File: src/rtl/cory_pkg.sv
// Shared definitions for the cory SRAM adapters: active-low enable levels
// and a constant-evaluable ceil(log2) helper used to size counters.
package cory_pkg;

    localparam logic CEN_ON  = 1'b0;
    localparam logic CEN_OFF = 1'b1;

    // ceil(log2(value)); returns 0 for value <= 1
    function automatic int clog2(input int value);
        int result;
        int rem;
        result = 0;
        rem    = value - 1;
        while (rem > 0) begin
            result = result + 1;
            rem    = rem >> 1;
        end
        return result;
    endfunction

endpackage

File: src/rtl/sram_ro_fifo.sv
// Small synchronous FIFO holding SRAM return words until the sink takes them.
// Depth C is arbitrary (not restricted to a power of two); pointers wrap at C.
// The head word reads as zero while the FIFO is empty so the output bus is
// clean after reset.
module sram_ro_fifo
    import cory_pkg::*;
#(
    parameter  int D  = 8,
    parameter  int C  = 1,
    localparam int CW = clog2(C + 1)
) (
    input  logic          clk,
    input  logic          reset,
    input  logic          push,
    input  logic          pop,
    input  logic [D-1:0]  wdata,
    output logic [D-1:0]  rdata,
    output logic [CW-1:0] cnt,
    output logic          empty,
    output logic          full
);

    localparam int PW = (C > 1) ? clog2(C) : 1;

    logic [D-1:0]  mem [0:(1 << PW) - 1];
    logic [PW-1:0] wr_ptr;
    logic [PW-1:0] rd_ptr;

    function automatic logic [PW-1:0] next_ptr(input logic [PW-1:0] ptr);
        return (ptr == PW'(C - 1)) ? '0 : ptr + 1'b1;
    endfunction

    // Storage array; written on every push, contents need no reset
    always_ff @(posedge clk) begin
        if (push) begin
            mem[wr_ptr] <= wdata;
        end
    end

    // Pointer and occupancy bookkeeping; simultaneous push and pop keep cnt
    always_ff @(posedge clk) begin
        if (reset) begin
            wr_ptr <= '0;
            rd_ptr <= '0;
            cnt    <= '0;
        end else begin
            if (push) begin
                wr_ptr <= next_ptr(wr_ptr);
            end
            if (pop) begin
                rd_ptr <= next_ptr(rd_ptr);
            end
            case ({push, pop})
                2'b10:   cnt <= cnt + 1'b1;
                2'b01:   cnt <= cnt - 1'b1;
                default: cnt <= cnt;
            endcase
        end
    end

    assign empty = (cnt == '0);
    assign full  = (cnt == CW'(C));
    assign rdata = empty ? '0 : mem[rd_ptr];

endmodule

File: src/rtl/sram_ro.sv
// Read-only SRAM adapter: forwards requester reads to a one-cycle-latency
// SRAM and turns the returned words into a valid/ready stream. A read is only
// accepted when a buffer slot is guaranteed for its data, counting the word
// already in flight and any word leaving this cycle.
// Optional macro CORY_SRAM_RO_CHECK_EN enables simulation-only protocol checks.
module sram_ro
    import cory_pkg::*;
#(
    parameter int A = 8,
    parameter int D = 8,
    parameter int C = 1
) (
    input  logic         clk,
    input  logic         reset,
    input  logic         i_s_cen,
    input  logic         i_s_oen,
    input  logic [A-1:0] i_s_addr,
    output logic         o_s_r,
    output logic         o_z_cen,
    output logic         o_z_oen,
    output logic [A-1:0] o_z_addr,
    input  logic [D-1:0] i_z_rdata,
    input  logic         i_z_r,
    output logic         o_d_v,
    output logic [D-1:0] o_d_d,
    input  logic         i_d_r
);

    localparam int CW = clog2(C + 1);
    localparam int OW = CW + 1;

    logic          accept;
    logic          inflight;
    logic          pop;
    logic          fifo_empty;
    logic          fifo_full;
    logic [CW-1:0] fifo_cnt;
    logic [OW-1:0] occ;

    assign accept   = (i_s_cen == CEN_ON) & o_s_r;
    assign o_z_cen  = accept ? CEN_ON : CEN_OFF;
    assign o_z_addr = i_s_addr;
    assign o_z_oen  = i_s_oen;

    assign pop   = o_d_v & i_d_r;
    assign o_d_v = !fifo_empty;
    assign occ   = {1'b0, fifo_cnt} + OW'(inflight);
    assign o_s_r = !reset & i_z_r &
                   ((occ < OW'(C)) | (pop & (occ <= OW'(C))));

    // Marks the cycle in which the SRAM drives data for the last accepted read
    always_ff @(posedge clk) begin
        if (reset) begin
            inflight <= 1'b0;
        end else begin
            inflight <= accept;
        end
    end

    sram_ro_fifo #(
        .D (D),
        .C (C)
    ) u_fifo (
        .clk   (clk),
        .reset (reset),
        .push  (inflight),
        .pop   (pop),
        .wdata (i_z_rdata),
        .rdata (o_d_d),
        .cnt   (fifo_cnt),
        .empty (fifo_empty),
        .full  (fifo_full)
    );

`ifdef CORY_SRAM_RO_CHECK_EN
    logic         prev_hold;
    logic [D-1:0] prev_d;

    // Remember whether the output was stalled last cycle and what it showed
    always @(posedge clk) begin
        prev_hold <= !reset & o_d_v & !i_d_r;
        prev_d    <= o_d_d;
    end

    // Protocol checks; each reports and stops the simulation shortly after
    always @(posedge clk) begin
        if (!reset) begin
            if ((i_s_oen == CEN_ON) && !inflight) begin
                $display("ERROR:%m: oen without read at %0t", $time);
                #100 $finish;
            end
            if (inflight && fifo_full) begin
                $display("ERROR:%m: push while full at %0t", $time);
                #100 $finish;
            end
            if (prev_hold && (o_d_d !== prev_d)) begin
                $display("ERROR:%m: o_d_d changed while stalled at %0t", $time);
                #100 $finish;
            end
        end
    end
`else
    wire unused_fifo_full = fifo_full;
`endif

endmodule

File: config.mk
export PLATFORM = sky130hd
export DESIGN_NAME = sram_ro
export DESIGN_NICKNAME = d
export VERILOG_FILES = /design/src/rtl/cory_pkg.sv /design/src/rtl/sram_ro_fifo.sv /design/src/rtl/sram_ro.sv
export SDC_FILE = /design/constraint.sdc
export NUM_CORES = 1
export LEC_CHECK = 0
export CAP_MARGIN = 10
export CELL_PAD_IN_SITES_DETAIL_PLACEMENT = 0
export CELL_PAD_IN_SITES_GLOBAL_PLACEMENT = 1
export CORE_UTILIZATION = 23
export DETAILED_ROUTE_END_ITERATION = 8
export PLACE_DENSITY = 0.92
export SETUP_SLACK_MARGIN = 0.4
export SLEW_MARGIN = 20
export SYNTH_ARGS = -nofsm -noshare
export SYNTH_HDL_FRONTEND = slang
export SYNTH_SLANG_ARGS = --single-unit
File: constraint.sdc
create_clock -name clk -period 2.4 [get_ports clk]
set_input_delay 0.24 -clock clk [delete_from_list [all_inputs] [get_ports clk]]
set_output_delay 0.24 -clock clk [all_outputs]
set_load 0.1 [all_outputs]
==> impl_metrics.yaml <==
timing:
  fmax_mhz: 526
  worstMarginPinSlew_ps: 279
  slew_headroom_pct: 81.5
  rsz0062_at_grt: "false"
  fin_skew_ps: 0.994
  hold_viol: 0
  timing.final.crit_share_pct: 79.2
  fin_crit_ps: 1900
  slew_viol_final: 0
  fin_tns_setup_ps: 0
  setup_viol: 0
floorplanning:
  dieArea_mm2: 0.00228
  rows: 16
  ios: 42
  dieWidth_um: 47.8
  core_mm2: 0.00196
  initial_core_util_pct: 24.6
  die_h_um: 47.8
job:
  cap_violations: 0
worst_setup_path:
  crit_path_end_kind: "primary output"
  path_max_fanout: 12
  cp_cell_sequence: "ha_4, and3_4, o21ai_4, or2_2, buf_12"
  critPathKind: "flip-flop to primary output"
  cp.arrival_ps: 1660
  required_ps: 2160
  crit_family: "simple AND/OR/NAND/NOR gates"
  max_stage_delay_ps: 390
  cp-start-kind: "flip-flop"
  crit_buf_inv: 1
  critical-path-slowest-cell: "dfxtp_4"
detailed_routing:
  wire_per_inst_um: 9.40
  via_per_inst: 3.74
  remaining_drc_errors: 0
  routed_wl_um: 790
  drtIter0Drc: 3
  num_vias: 314
  antenna_left: 0
  dr.pass1.iters: 2
clock_tree:
  cts-buffers-inserted: 3
  clockBufferDepth: 2
  hold_buffers: 0
  cts_setup_buffers: 0
  cts-htree-levels: 1
  cts-root-buf: "clkbuf_4"
  cts_tree: "built"
  clkSlewWorstSetupHoldPaths_ps: 60
  clkLatencyLatePin_ps: 250
  cts_sinks: 10
final_layout:
  nFillCells: 198
  mostFrequentLayoutCell: "clkdlybuf4s50_1"
  drive_gt1_share_pct: 54.4
  finish.utilization_pct: 38.2
  final_cell_mix: "12 x clkdlybuf4s50_1, 10 x buf_4, 8 x and2_2, 8 x edfxtp_1, 3 x clkbuf_4"
  stdcell_count: 84
  num_antenna_cells: 0
  nNetsFinal: 81
  area_growth_pct: 55.6
global_route:
  overflow: 0
  grt_max_degree: 13
  gr-usage-met3_pct: 4.91
  antenna_found_initial: 0
  use_met1_pct: 6.79
  grt_pass1_vias: 249
  busiest_layer: "met2"
  grt_pass1_wl_um: 1040
  grtUsageMet2_pct: 11.1
  grtUsageTotal_pct: 7.41
run_status:
  status: "finished, final reports clean"
logic_synthesis:
  ys_warn_count: 0
  ys_ff_latch: 10
  synth_area_leaders: "edfxtp_1 50%, buf_4 14%, and2_2 12%"
  synth_area_per_cell_um2: 12.7
  yosysTopAreaCell: "edfxtp_1"
  synth_top_area_share_pct: 49.9
  synth_nets: 61
  synth_cell_types: 13
  netlist_area_um2: 482
  syn_inst: 38
  yosysSeqAreaShare_pct: 58.2
power_and_ir_drop:
  pwr_density_cell_mw_per_mm2: 543
  ir_drop_uv: 211
  leakage_uw: 0.000292
placement:
  place_congestion: 0.592
  io_buffers: 23
  dp_hpwl_um: 596
  post-place-cells: 80
hold_path:
  hp-class: "primary input to primary output"
==> cells in the mapped netlist <==
| cell | number |
|---|---|
| dfxtp_1 | 2 |
| xnor2_1 | 1 |
| and2b_2 | 1 |
| edfxtp_1 | 8 |
| o21ai_2 | 1 |
| and3_1 | 1 |
| ha_1 | 1 |
| and2b_1 | 1 |
| buf_4 | 9 |
| inv_1 | 1 |
| nor2_1 | 3 |
| and2_2 | 8 |
| or2_1 | 1 |
==> registers in the layout, summed over array words and instances (netlist names) <==
name / count
inflight: 1
u_fifo.mem: 8
u_fifo.cnt: 1
==> path summary, 6_finish.rpt <==
path	start	to	slack, ps	depth (start not counted)
setup / recovery	u_fifo.cnt$_SDFFE_PP0P_	o_z_cen	500	5
setup reg to reg	u_fifo.cnt$_SDFFE_PP0P_	inflight$_SDFF_PP0_	1250	4
hold / removal	i_s_addr[1]	o_z_addr[1]	480	0
hold reg to reg	inflight$_SDFF_PP0_	u_fifo.mem[0][5]$_DFFE_PP_	700	1
==> repair_timing <==
item	4_1_cts	5_1_grt
hold endpoints to repair	0	0
endpoints found under the setup margin	0	2
resized for setup	0	5
==> area by class of cell <==
cell class	count	area (um2)	share of cell area, %
tap	27	33.8	4.51
timing repair buffer	24	235	31.4
sequential	10	284	37.9
inverter	1	7.51	1.00
multi-input combinational	18	163	21.7
clock buffer	4	26.3	3.51
==> metrics by stage <==
| stage | area, um2 | hold WS [ps] | setup slack [ps] | power, uW |
|---|---|---|---|---|
| 2_1_floorplan | 489 | 303 | 476 | 322 |
| 3_3_place_gp | 691 | 481 | 741 | 288 |
| 3_5_place_dp | 691 | 481 | 724 | 289 |
| 4_1_cts | 717 | 481 | 446 | 409 |
| 5_1_grt | 749 | 480 | 429 | 429 |
| 6_report | 749 | 480 | 499 | 407 |
==> power by group <==
part           switching [uW]  internal, uW  leakage [uW]
Combinational            55.5          38.5      0.000187
Clock                    52.4          64.1     0.0000150
Sequential               3.56           193     0.0000903
Total                     111           295      0.000292
==> layer usage <==
metal,wire [um],vias up
met3,75,0
met2,422,19
met1,292,140
li1,-,155
met4,0,0
met5,0,-
==> logic make-up (layout without fill, tap and decap cells) <==
family | after synthesis | count (layout) | share of synthesized area, %
AND/OR/NAND/NOR | 15 | 15 | 20.8
flip-flops | 10 | 10 | 58.2
XOR/XNOR | 1 | 1 | 1.82
AO/OA/AOI/OAI | 1 | 1 | 1.82
buffers and inverters | 10 | 29 | 14.8
adder cells (fa/ha/maj) | 1 | 1 | 2.60
No activity file was read; power rests on OpenSTA's default activity.
